===== config.mk =====
export PLATFORM = sky130hd
export DESIGN_NAME = wb_inst_responder_flat
export DESIGN_NICKNAME = d
export VERILOG_FILES = /design/src/rtl/wb_inst_responder_if.sv /design/src/rtl/wb_inst_responder.sv /design/src/flat_wrapper.sv
export SDC_FILE = /design/constraint.sdc
export NUM_CORES = 1
export LEC_CHECK = 0
export CELL_PAD_IN_SITES_DETAIL_PLACEMENT = 1
export CELL_PAD_IN_SITES_GLOBAL_PLACEMENT = 1
export CORE_MARGIN = 3
export CORE_UTILIZATION = 30
export DETAILED_ROUTE_END_ITERATION = 12
export GPL_TIMING_DRIVEN = 0
export PLACE_DENSITY_LB_ADDON = 0.25
export SLEW_MARGIN = 10
export SYNTH_ARGS = -nofsm -noshare
export SYNTH_HDL_FRONTEND = slang
export SYNTH_SLANG_ARGS = --single-unit

===== constraint.sdc =====
create_clock -name i_clk -period 4 [get_ports i_clk]
set_input_delay 0.6 -clock i_clk [delete_from_list [all_inputs] [get_ports i_clk]]
set_output_delay 0.6 -clock i_clk [all_outputs]
set_load 0.01 [all_outputs]

===== src/rtl/wb_inst_responder_if.sv =====
// Wishbone bus between the core master and the instruction responder slave.
// Member names follow the slave's view of the bus.
interface wb_inst_responder_if #(
  parameter int WB_DW = 128
);
  logic [31:0]        i_wb_adr;
  logic [WB_DW/8-1:0] i_wb_sel;
  logic               i_wb_we;
  logic [WB_DW-1:0]   i_wb_dat;
  logic               i_wb_cyc;
  logic               i_wb_stb;
  logic [WB_DW-1:0]   o_wb_dat;
  logic               o_wb_ack;
  logic               o_wb_err;

  modport slave (
    input  i_wb_adr, i_wb_sel, i_wb_we, i_wb_dat, i_wb_cyc, i_wb_stb,
    output o_wb_dat, o_wb_ack, o_wb_err
  );

  modport master (
    output i_wb_adr, i_wb_sel, i_wb_we, i_wb_dat, i_wb_cyc, i_wb_stb,
    input  o_wb_dat, o_wb_ack, o_wb_err
  );
endinterface


===== src/rtl/wb_inst_responder.sv =====
// Wishbone slave feeding queued instruction words to a core fetch port and
// capturing stores; fixed ack latency with one-shot error injection.
module wb_inst_responder #(
  parameter int          WB_DW   = 128,
  parameter int          DEPTH   = 8,
  parameter int          ACK_LAT = 1,
  parameter logic [31:0] NOP     = 32'hF0801003
) (
  input  logic                     i_clk,
  input  logic                     i_rst,
  input  logic                     i_inst_valid,
  input  logic [31:0]              i_inst_data,
  output logic                     o_inst_ready,
  output logic [$clog2(DEPTH):0]   o_level,
  input  logic                     i_err_inject,
  wb_inst_responder_if.slave       wb,
  output logic                     o_st_valid,
  output logic [31:0]              o_st_adr,
  output logic [WB_DW/8-1:0]       o_st_sel,
  output logic [WB_DW-1:0]         o_st_dat
);
  localparam int WB_SW  = WB_DW / 8;
  localparam int LANES  = WB_DW / 32;
  localparam int LW     = $clog2(DEPTH);
  localparam int LANE_W = (LANES > 1) ? $clog2(LANES) : 1;
  localparam int CW     = (ACK_LAT > 2) ? $clog2(ACK_LAT - 1) : 1;
  localparam logic [LW:0]   FULL_LVL = (LW + 1)'(DEPTH);
  localparam logic [CW-1:0] CNT_LOAD = CW'((ACK_LAT > 1) ? (ACK_LAT - 2) : 0);

  typedef enum logic [1:0] {
    ST_IDLE = 2'd0,
    ST_WAIT = 2'd1,
    ST_RESP = 2'd2
  } state_t;

  state_t             state_r, state_s;
  logic [CW-1:0]      cnt_r;
  logic [31:0]        adr_r;
  logic [WB_SW-1:0]   sel_r;
  logic [WB_DW-1:0]   dat_r;
  logic               we_r, err_r;

  logic [31:0]        mem_r [DEPTH];
  logic [LW-1:0]      wr_ptr_r, rd_ptr_r;
  logic [LW:0]        level_r, level_nxt_s;
  logic               ready_r;

  logic [WB_DW-1:0]   rd_dat_r;
  logic               ack_r, berr_r, st_valid_r;
  logic [31:0]        st_adr_r;
  logic [WB_SW-1:0]   st_sel_r;
  logic [WB_DW-1:0]   st_dat_r;

  logic               req_s, enter_resp_s, push_s, pop_s, empty_s;
  logic               cur_we_s, cur_err_s;
  logic [31:0]        cur_adr_s;
  logic [WB_SW-1:0]   cur_sel_s;
  logic [WB_DW-1:0]   cur_dat_s;
  logic [LANE_W-1:0]  lane_s;
  logic [WB_DW-1:0]   rd_word_s;

  assign req_s   = wb.i_wb_cyc & wb.i_wb_stb;
  assign empty_s = (level_r == {(LW + 1){1'b0}});
  assign push_s  = i_inst_valid & ready_r;

  // Request attributes: live bus in IDLE (ACK_LAT=1 responds straight from accept), latched copy after
  always_comb begin
    cur_we_s  = we_r;
    cur_err_s = err_r;
    cur_adr_s = adr_r;
    cur_sel_s = sel_r;
    cur_dat_s = dat_r;
    if (state_r == ST_IDLE) begin
      cur_we_s  = wb.i_wb_we;
      cur_err_s = i_err_inject;
      cur_adr_s = wb.i_wb_adr;
      cur_sel_s = wb.i_wb_sel;
      cur_dat_s = wb.i_wb_dat;
    end else begin
      cur_we_s  = we_r;
      cur_err_s = err_r;
      cur_adr_s = adr_r;
      cur_sel_s = sel_r;
      cur_dat_s = dat_r;
    end
  end

  // Next-state logic of the transfer FSM
  always_comb begin
    state_s = state_r;
    case (state_r)
      ST_IDLE: begin
        if (req_s) begin
          if (ACK_LAT == 1) state_s = ST_RESP;
          else              state_s = ST_WAIT;
        end else begin
          state_s = ST_IDLE;
        end
      end
      ST_WAIT: begin
        if (!req_s)                         state_s = ST_IDLE;
        else if (cnt_r == {CW{1'b0}})       state_s = ST_RESP;
        else                                state_s = ST_WAIT;
      end
      ST_RESP: state_s = ST_IDLE;
      default: state_s = ST_IDLE;
    endcase
  end

  // Response outputs are registered on the edge that enters RESP, so they are visible during RESP
  assign enter_resp_s = (state_s == ST_RESP);
  assign pop_s        = enter_resp_s & ~cur_we_s & ~cur_err_s & ~empty_s;

  generate
    if (LANES > 1) begin : g_lane
      assign lane_s = cur_adr_s[LANE_W+1:2];
    end else begin : g_single
      assign lane_s = 1'b0;
    end
  endgenerate

  // Read word: head of queue in the addressed lane, filler everywhere else
  always_comb begin
    rd_word_s = {LANES{NOP}};
    if (!empty_s) begin
      rd_word_s[{lane_s, 5'b00000} +: 32] = mem_r[rd_ptr_r];
    end else begin
      rd_word_s = {LANES{NOP}};
    end
  end

  // Occupancy update for push, pop, both or neither
  always_comb begin
    level_nxt_s = level_r;
    case ({push_s, pop_s})
      2'b10:   level_nxt_s = level_r + {{LW{1'b0}}, 1'b1};
      2'b01:   level_nxt_s = level_r - {{LW{1'b0}}, 1'b1};
      default: level_nxt_s = level_r;
    endcase
  end

  // FSM state register
  always_ff @(posedge i_clk) begin
    if (i_rst) state_r <= ST_IDLE;
    else       state_r <= state_s;
  end

  // Request latch and latency counter
  always_ff @(posedge i_clk) begin
    if (i_rst) begin
      cnt_r <= {CW{1'b0}};
      adr_r <= 32'h0000_0000;
      sel_r <= {WB_SW{1'b0}};
      dat_r <= {WB_DW{1'b0}};
      we_r  <= 1'b0;
      err_r <= 1'b0;
    end else if (state_r == ST_IDLE && req_s) begin
      cnt_r <= CNT_LOAD;
      adr_r <= wb.i_wb_adr;
      sel_r <= wb.i_wb_sel;
      dat_r <= wb.i_wb_dat;
      we_r  <= wb.i_wb_we;
      err_r <= i_err_inject;
    end else if (state_r == ST_WAIT && cnt_r != {CW{1'b0}}) begin
      cnt_r <= cnt_r - {{(CW - 1){1'b0}}, 1'b1};
    end
  end

  // Queue storage
  always_ff @(posedge i_clk) begin
    if (push_s) mem_r[wr_ptr_r] <= i_inst_data;
  end

  // Queue pointers and occupancy; pointers wrap naturally since DEPTH is a power of 2
  always_ff @(posedge i_clk) begin
    if (i_rst) begin
      wr_ptr_r <= {LW{1'b0}};
      rd_ptr_r <= {LW{1'b0}};
      level_r  <= {(LW + 1){1'b0}};
      ready_r  <= 1'b1;
    end else begin
      if (push_s) wr_ptr_r <= wr_ptr_r + {{(LW - 1){1'b0}}, 1'b1};
      if (pop_s)  rd_ptr_r <= rd_ptr_r + {{(LW - 1){1'b0}}, 1'b1};
      level_r <= level_nxt_s;
      ready_r <= (level_nxt_s != FULL_LVL);
    end
  end

  // Bus termination, read data and store capture
  always_ff @(posedge i_clk) begin
    if (i_rst) begin
      ack_r      <= 1'b0;
      berr_r     <= 1'b0;
      st_valid_r <= 1'b0;
      rd_dat_r   <= {LANES{NOP}};
      st_adr_r   <= 32'h0000_0000;
      st_sel_r   <= {WB_SW{1'b0}};
      st_dat_r   <= {WB_DW{1'b0}};
    end else begin
      ack_r      <= enter_resp_s & ~cur_err_s;
      berr_r     <= enter_resp_s & cur_err_s;
      st_valid_r <= enter_resp_s & cur_we_s & ~cur_err_s;
      if (enter_resp_s && !cur_we_s && !cur_err_s) rd_dat_r <= rd_word_s;
      if (enter_resp_s && cur_we_s && !cur_err_s) begin
        st_adr_r <= cur_adr_s;
        st_sel_r <= cur_sel_s;
        st_dat_r <= cur_dat_s;
      end
    end
  end

  assign o_inst_ready = ready_r;
  assign o_level      = level_r;
  assign wb.o_wb_dat  = rd_dat_r;
  assign wb.o_wb_ack  = ack_r;
  assign wb.o_wb_err  = berr_r;
  assign o_st_valid   = st_valid_r;
  assign o_st_adr     = st_adr_r;
  assign o_st_sel     = st_sel_r;
  assign o_st_dat     = st_dat_r;
endmodule

===== src/flat_wrapper.sv =====
// flat-port wrapper written by rule: the top's interface ports become plain ports
module wb_inst_responder_flat 
#(
  parameter int          WB_DW   = 128,
  parameter int          DEPTH   = 8,
  parameter int          ACK_LAT = 1,
  parameter logic [31:0] NOP     = 32'hF0801003
)
  (i_clk, i_rst, i_inst_valid, i_inst_data, o_inst_ready, o_level, i_err_inject, o_st_valid, o_st_adr, o_st_sel, o_st_dat, wb_i_wb_adr, wb_i_wb_sel, wb_i_wb_we, wb_i_wb_dat, wb_i_wb_cyc, wb_i_wb_stb, wb_o_wb_dat, wb_o_wb_ack, wb_o_wb_err);
  wb_inst_responder_if #(.WB_DW(WB_DW)) wb_i ();
  input  logic i_clk;
  input  logic i_rst;
  input  logic i_inst_valid;
  input  logic [31:0] i_inst_data;
  output logic o_inst_ready;
  output logic [$clog2(DEPTH):0] o_level;
  input  logic i_err_inject;
  output logic o_st_valid;
  output logic [31:0] o_st_adr;
  output logic [WB_DW/8-1:0] o_st_sel;
  output logic [WB_DW-1:0] o_st_dat;
  input wire logic [$bits(wb_i.i_wb_adr)-1:0] wb_i_wb_adr;
  input wire logic [$bits(wb_i.i_wb_sel)-1:0] wb_i_wb_sel;
  input wire logic [$bits(wb_i.i_wb_we)-1:0] wb_i_wb_we;
  input wire logic [$bits(wb_i.i_wb_dat)-1:0] wb_i_wb_dat;
  input wire logic [$bits(wb_i.i_wb_cyc)-1:0] wb_i_wb_cyc;
  input wire logic [$bits(wb_i.i_wb_stb)-1:0] wb_i_wb_stb;
  output wire logic [$bits(wb_i.o_wb_dat)-1:0] wb_o_wb_dat;
  output wire logic [$bits(wb_i.o_wb_ack)-1:0] wb_o_wb_ack;
  output wire logic [$bits(wb_i.o_wb_err)-1:0] wb_o_wb_err;
  assign wb_i.i_wb_adr = wb_i_wb_adr;
  assign wb_i.i_wb_sel = wb_i_wb_sel;
  assign wb_i.i_wb_we = wb_i_wb_we;
  assign wb_i.i_wb_dat = wb_i_wb_dat;
  assign wb_i.i_wb_cyc = wb_i_wb_cyc;
  assign wb_i.i_wb_stb = wb_i_wb_stb;
  assign wb_o_wb_dat = wb_i.o_wb_dat;
  assign wb_o_wb_ack = wb_i.o_wb_ack;
  assign wb_o_wb_err = wb_i.o_wb_err;
  wb_inst_responder #(.WB_DW(WB_DW), .DEPTH(DEPTH), .ACK_LAT(ACK_LAT), .NOP(NOP)) u_core (.i_clk(i_clk), .i_rst(i_rst), .i_inst_valid(i_inst_valid), .i_inst_data(i_inst_data), .o_inst_ready(o_inst_ready), .o_level(o_level), .i_err_inject(i_err_inject), .wb(wb_i), .o_st_valid(o_st_valid), .o_st_adr(o_st_adr), .o_st_sel(o_st_sel), .o_st_dat(o_st_dat));
endmodule

# [Yosys cells after proc, flatten, opt, wreduce, memory -nomap -nowiden]
# Memory sizes are Yosys's and may differ from the RTL's. A register that Yosys moved wholly into a read port is not among the register bits.
# Cells that the tools add are included.
[classes] reduce_logical=11 n_bitwise=15 shift=2 addsub=6 n_eq_ne=5 mux=15
[op_table] cell="128-bit 2-to-1 mux" n=2
[op_table] cell="32-bit by 9-bit variable shift with 128-bit output, first input constant" n=1
[op_table] cell="32-bit by 9-bit variable part select with 128-bit output" n=1
[op_table] cell="96-bit AND" n=1
[op_table] cell="32-bit 2-to-1 mux" n=1
[op_table] cell="32-bit inverter" n=1
[op_table] cell="32-bit OR" n=1
[op_table] cell="16-bit 2-to-1 mux" n=1
[op_table] cell="1-bit AND" n=9
[op_table] cell="7-bit negator with 9-bit output" n=1
[op_table] cell="4-bit one-hot mux with 2 select lines" n=1
[op_table] cell="3-bit by 1-bit adder with 3-bit output, second input constant" n=2
[op_table] cell="1-bit logical AND" n=6
[op_table] cell="2-bit 2-to-1 mux" n=3
[op_table] cell="3-bit 2-to-1 mux" n=2
[op_table] cell="4-bit by 1-bit adder with 4-bit output, second input constant" n=1
[op_table] cell="2-bit by 1-bit == test with 1-bit output, second input constant" n=2
[op_table] cell="2-bit == test, second input constant" n=2
[op_table] cell="4-bit zero test" n=1
[op_table] cell="1-bit 2-to-1 mux" n=4
[op_table] cell="4-bit inequality test, second input constant" n=1
[op_table] cell="2-bit one-hot mux with 2 select lines" n=1
[op_table] cell="4-bit by 1-bit subtractor with 4-bit output, second input constant" n=1
[op_table] cell="1-bit inverter" n=3
[op_table] cell="4 further kinds" n=5
[totals] reg_bits=499 input_bits=215 n_memories=1 ramBits=256
[mem_list] name="u_core.mem_r" depth=8 width=32 read_ports=1 rd_ports_with_merged_regs=1 wr=1 line="wb_inst_responder.sv:43" rtl="logic [31:0] mem_r [DEPTH];"

# [Depth between registers and ports, before layout]
[depth] ltp_word=10 depth_mapped=12

# [Least setup slack after synthesis]
# No wires, ideal clock.
[synth_path] path_type="input port to flip-flop" from="in i_inst_valid" to="mem u_core.mem_r[0][0], enable pin" path_stages=2 setup_slack_ns=-0.352 setup_ns=0.502 t_arrival_ns=3.851 cell_sequence="nand2_1 nor4_1"
[synth_between] elab_chain_len=3
[synth_rtl] item="start, declared" line="flat_wrapper.sv:13" rtl="input logic i_inst_valid;"
[synth_rtl] item="1-bit AND" line="wb_inst_responder.sv:64" rtl="assign push_s = i_inst_valid & ready_r;"
[synth_rtl] item="1-bit 2-to-1 mux" line="wb_inst_responder.sv:171" rtl="if (push_s) mem_r[wr_ptr_r] <= i_inst_data;"
[synth_rtl] item="1-bit 2-to-1 mux (not written as such)" line="wb_inst_responder.sv:171"
[synth_rtl] item="end, declared" line="wb_inst_responder.sv:43"
# No other way between the ends.

# [Final worst setup path]
[layout_path] from="reg u_core.state_r[0]" to="reg u_core.rd_dat_r[90], in the netlist u_core.wb.o_wb_dat[90]"
[layout_between] elab_chain_len=6
[layout_rtl] item="start, declared" line="wb_inst_responder.sv:36" rtl="state_t state_r, state_s;"
[layout_rtl] item="start signal, assigned" line="wb_inst_responder.sv:145" rtl="else state_r <= state_s;"
[layout_rtl] item="2-bit zero test" line="wb_inst_responder.sv:73, wb_inst_responder.sv:91"
[layout_rtl] item="32-bit 2-to-1 mux" line="wb_inst_responder.sv:73" rtl="if (state_r == ST_IDLE) begin"
[layout_rtl] item="7-bit negator with 9-bit output" line="wb_inst_responder.sv:126" rtl="rd_word_s[{lane_s, 5'b00000} +: 32] = mem_r[rd_ptr_r];"
[layout_rtl] item="32-bit by 9-bit variable part select with 128-bit output / 32-bit by 9-bit variable shift with 128-bit output (equally long branches)" line="wb_inst_responder.sv:126"
[layout_rtl] item="96-bit AND (no line)"
[layout_rtl] item="128-bit 2-to-1 mux" line="wb_inst_responder.sv:125" rtl="if (!empty_s) begin"
[layout_rtl] item="end signal, assigned" line="wb_inst_responder.sv:195" rtl="rd_dat_r <= {LANES{NOP}};"
[layout_rtl] item="end signal, assigned" line="wb_inst_responder.sv:203" rtl="if (enter_resp_s && !cur_we_s && !cur_err_s) rd_dat_r <= rd_word_s;"
[layout_rtl] item="end, declared" line="wb_inst_responder.sv:48" rtl="logic [WB_DW-1:0] rd_dat_r;"
# Parallel ways exist; a longest one is shown, timed or not.
# A chain may end at the register's enable or synchronous reset.

==> results.sh <==
export IMPL_status="complete, no violations"
export IMPL_skew_ps=19.0
export IMPL_pwr_share_comb=0.088
export IMPL_clockPowerShare=0.438
export IMPL_vias=23000
export IMPL_async_flop_share=0
export IMPL_min_period_ps=3700
export IMPL_dieArea_um2=98500
export IMPL_peakVddDrop_uv=368
export IMPL_critPathArrivalTime_ps=4290
export IMPL_timing_final_hold_violations=0
export IMPL_fin_nets=3299
export IMPL_clk_latency_ps=650
export IMPL_crit_path_end_kind="register"
export IMPL_crit_path_start_kind="register"
export IMPL_grt_max_degree=24
export IMPL_area_delta_synth_final_pct=35.3
export IMPL_worstHoldStart="u_core.dat_r[70]$_SDFFE_PP0P_"
export IMPL_grt_pass1_vias=24300
export IMPL_ys_flop_type="dfxtp_1"
export IMPL_grt_overflow_total=0
export IMPL_io_pins=527
export IMPL_dr_pass1_iters=5
export IMPL_detailed_place_hpwl_um=82600
export IMPL_yosysWarnings=0
export IMPL_cp_required_ps=4590
export IMPL_clock_path_buffers=3
export IMPL_finalNonFillerCells=4410
export IMPL_hp_class="register to register"
export IMPL_cap_violations=0
export IMPL_die_h_um=314
export IMPL_reg2reg_to="u_core.wb.o_wb_dat[90]$_SDFFE_PP0P_"
export IMPL_syn_avg_cell_area_um2=11.7
export IMPL_syn_area_um2=28400
export IMPL_seqPwrFrac=0.474
export IMPL_vias_per_cell=5.22
export IMPL_multiInputGateArea_um2=9820
export IMPL_cts_htree_levels=3
export IMPL_cts_sink_count=758
export IMPL_rsz0062_at_grt="false"
export IMPL_drive_gt1_frac=0.108
export IMPL_crit_fanout=10
export IMPL_synth_edf_count=256
export IMPL_core_area_um2=93600
export IMPL_cts_clk_slew_worst_paths_ps=60
export IMPL_synthCells=2434
export IMPL_hold_buffers=0
export IMPL_antenna_found_initial=24
export IMPL_dp_cells=4237
export IMPL_synth_cell_types=55
export IMPL_p_int_mw=13.3
export IMPL_ys_ff_latch=758
export IMPL_grt_pass1_wl_um=161000
export IMPL_max_freq_mhz=271
export IMPL_cts_tree="yes"
export IMPL_power_density_nw_per_um2=455
export IMPL_gp_congestion=0.839
export IMPL_reg2reg_depth=12
export IMPL_syn_nets=2659
export IMPL_fill_cells=10200
export IMPL_fp_row_count=112
export IMPL_r2r_start="u_core.state_r[0]$_SDFF_PP0_"
export IMPL_cts_buffers=83
export IMPL_p_leak_nw=13.0
export IMPL_die_w_um=314
export IMPL_placed_cell_area_um2=35600
export IMPL_drt_iter0_drc=1740
export IMPL_wl_per_cell_um=25.1
export IMPL_tightest_slew_ps=1230
export IMPL_drc_errors=0
export IMPL_min_path_cells=2
export IMPL_hold_end="u_core.dat_r[70]$_SDFFE_PP0P_"
export IMPL_track_usage=0.218
export IMPL_path_class="register to register"
export IMPL_routed_wl_um=111000
export IMPL_fin_crit_sh=0.924
export IMPL_io_buffers=526
export IMPL_power_switching_mw=4.22
export IMPL_post_route_cell_area_um2=38500
export IMPL_start_util=0.304
export IMPL_cts_root_buf="clkbuf_16"
export IMPL_drv_slew=0
export IMPL_regArea_um2=17700
export IMPL_setup_viol=0
export IMPL_drtAntennaViolNets=0
export IMPL_r2r_slack_ps=300
export IMPL_netSwitchingFraction=0.241
export IMPL_yosysSeqAreaShare=0.624
export IMPL_max_slew_margin=0.175
flip-flops by register name, indices dropped and copies added, names as in the netlist, 2 cells and up, named ones only:
signal	cells
u_core.mem_r	256
u_core.dat_r	128
u_core.o_st_dat	128
u_core.wb.o_wb_dat	128
u_core.adr_r	32
u_core.o_st_adr	32
u_core.o_st_sel	16
u_core.sel_r	16
u_core.o_level	4
u_core.rd_ptr_r	3
u_core.wr_ptr_r	3
u_core.state_r	2
logic make-up (layout without fill, tap and decap cells):
kind of cell,Yosys count,count (layout),share of synthesized area
buf+inv,230,932,0.0344
compound gates,685,685,0.178
xor+xnor,5,5,0.00154
mux,102,102,0.0657
fa+ha+maj,10,10,0.00440
simple gates,644,644,0.0929
flops,758,758,0.624
other cells,0,20,0
power by group through the flow:
stage	Sequential (mW)	Clock, mW	Combinational [mW]
6_report	8.30	7.67	1.55
5_1_grt	8.32	8.19	1.68
4_1_cts	8.30	7.85	1.56
3_5_place_dp	8.47	0	1.55
3_3_place_gp	8.46	0	1.48
2_1_floorplan	8.47	0	0.687
routing by layer:
| layer | wire length [um] | up-vias | GRT usage |
|---|---|---|---|
| met5 | 61 | - | 0 |
| li1 | - | 10400 | - |
| met4 | 3450 | 10 | 0.0758 |
| met3 | 5850 | 159 | 0.0405 |
| met2 | 55500 | 603 | 0.384 |
| met1 | 45600 | 11800 | 0.266 |
placed cells by master, fill, tap and decap left out, types with 6 or more instances in the layout:
| cell type | n |
|---|---|
| nor2_1 | 13 |
| mux2_2 | 33 |
| a32o_1 | 82 |
| a22o_1 | 97 |
| buf_2 | 43 |
| ha_1 | 10 |
| nand2_1 | 577 |
| edfxtp_1 | 256 |
| diode_2 | 20 |
| a21oi_1 | 280 |
| buf_6 | 19 |
| dfxtp_1 | 502 |
| clkinv_2 | 14 |
| nand3_1 | 10 |
| a311oi_1 | 174 |
| nor3_2 | 6 |
| clkbuf_8 | 20 |
| clkbuf_1 | 180 |
| clkdlybuf4s50_1 | 526 |
| a2bb2oi_1 | 32 |
| buf_4 | 13 |
| mux4_2 | 64 |
| clkbuf_16 | 87 |
metrics by stage:
step | hold WS [ps] | worst slack (ps) | util | setup TNS [ps] | power, mW
after global routing | 477 | 46.4 | 0.411 | 0 | 18.2
after detailed placement | 449 | -650 | 0.381 | -36500 | 10.0
after floorplan | 436 | 489 | - | 0 | 9.15
final | 457 | 304 | 0.411 | 0 | 17.5
after global placement | 442 | -2650 | 0.377 | -472330 | 9.94
after CTS | 458 | 45.3 | 0.410 | 0 | 17.7
final cells by class:
| cell class | instances | area share |
|---|---|---|
| inverter | 5 | 0.000488 |
| clock buffer | 121 | 0.0651 |
| buffer | 225 | 0.0250 |
| multi-input combinational | 1446 | 0.255 |
| antenna | 20 | 0.00130 |
| timing repair buffer | 555 | 0.146 |
| clock inverter | 26 | 0.00572 |
| sequential | 758 | 0.461 |
| tap | 1254 | 0.0408 |
critical path: stages, from the launching register on:
cell and delay (ps):
dfxtp_1 290, buf_2 170, nor2_1 170, buf_4 250
clkbuf_2 430, mux2i_2 430, ha_1 260, nand2b_1 160
nor3b_4 590, nor4b_4 360, buf_12 170, buf_6 170
a22o_1 150
cell usage after synthesis (all sizes together), types with 6 or more instances:
cell,count,area (um2)
buf,57,328
mux2,34,387
a22o,97,850
dfxtp,502,10000
a21oi,283,1430
ha,10,125
a32o,82,821
nand3,10,50.1
a2bb2oi,32,280
nor2,16,60.1
clkbuf,168,631
mux4,64,1440
edfxtp,256,7690
nand2,577,2170
a311oi,174,1520
nor4b,6,119
nor3,9,45.0
worst max-delay path by stage:
stage                                 start                                   end  cells past startpoint
4_1_cts        u_core.state_r[0]$_SDFF_PP0_  u_core.wb.o_wb_dat[113]$_SDFFE_PP0P_                     10
2_1_floorplan                  i_inst_valid          u_core.mem_r[2][0]$_DFFE_PP_                      2
3_5_place_dp   u_core.state_r[0]$_SDFF_PP0_   u_core.wb.o_wb_dat[81]$_SDFFE_PP0P_                     11
6_report       u_core.state_r[0]$_SDFF_PP0_   u_core.wb.o_wb_dat[90]$_SDFFE_PP0P_                     12
3_3_place_gp                   i_inst_valid         u_core.mem_r[1][17]$_DFFE_PP_                      3
5_1_grt        u_core.state_r[0]$_SDFF_PP0_   u_core.wb.o_wb_dat[81]$_SDFFE_PP0P_                     12
repair_timing:
action | in CTS | in global routing
setup buffers | 5 | 1
endpoints found under the setup margin | 92 | 62
gates resized for setup | 3 | 2
Power figures use the tool's default switching activity.
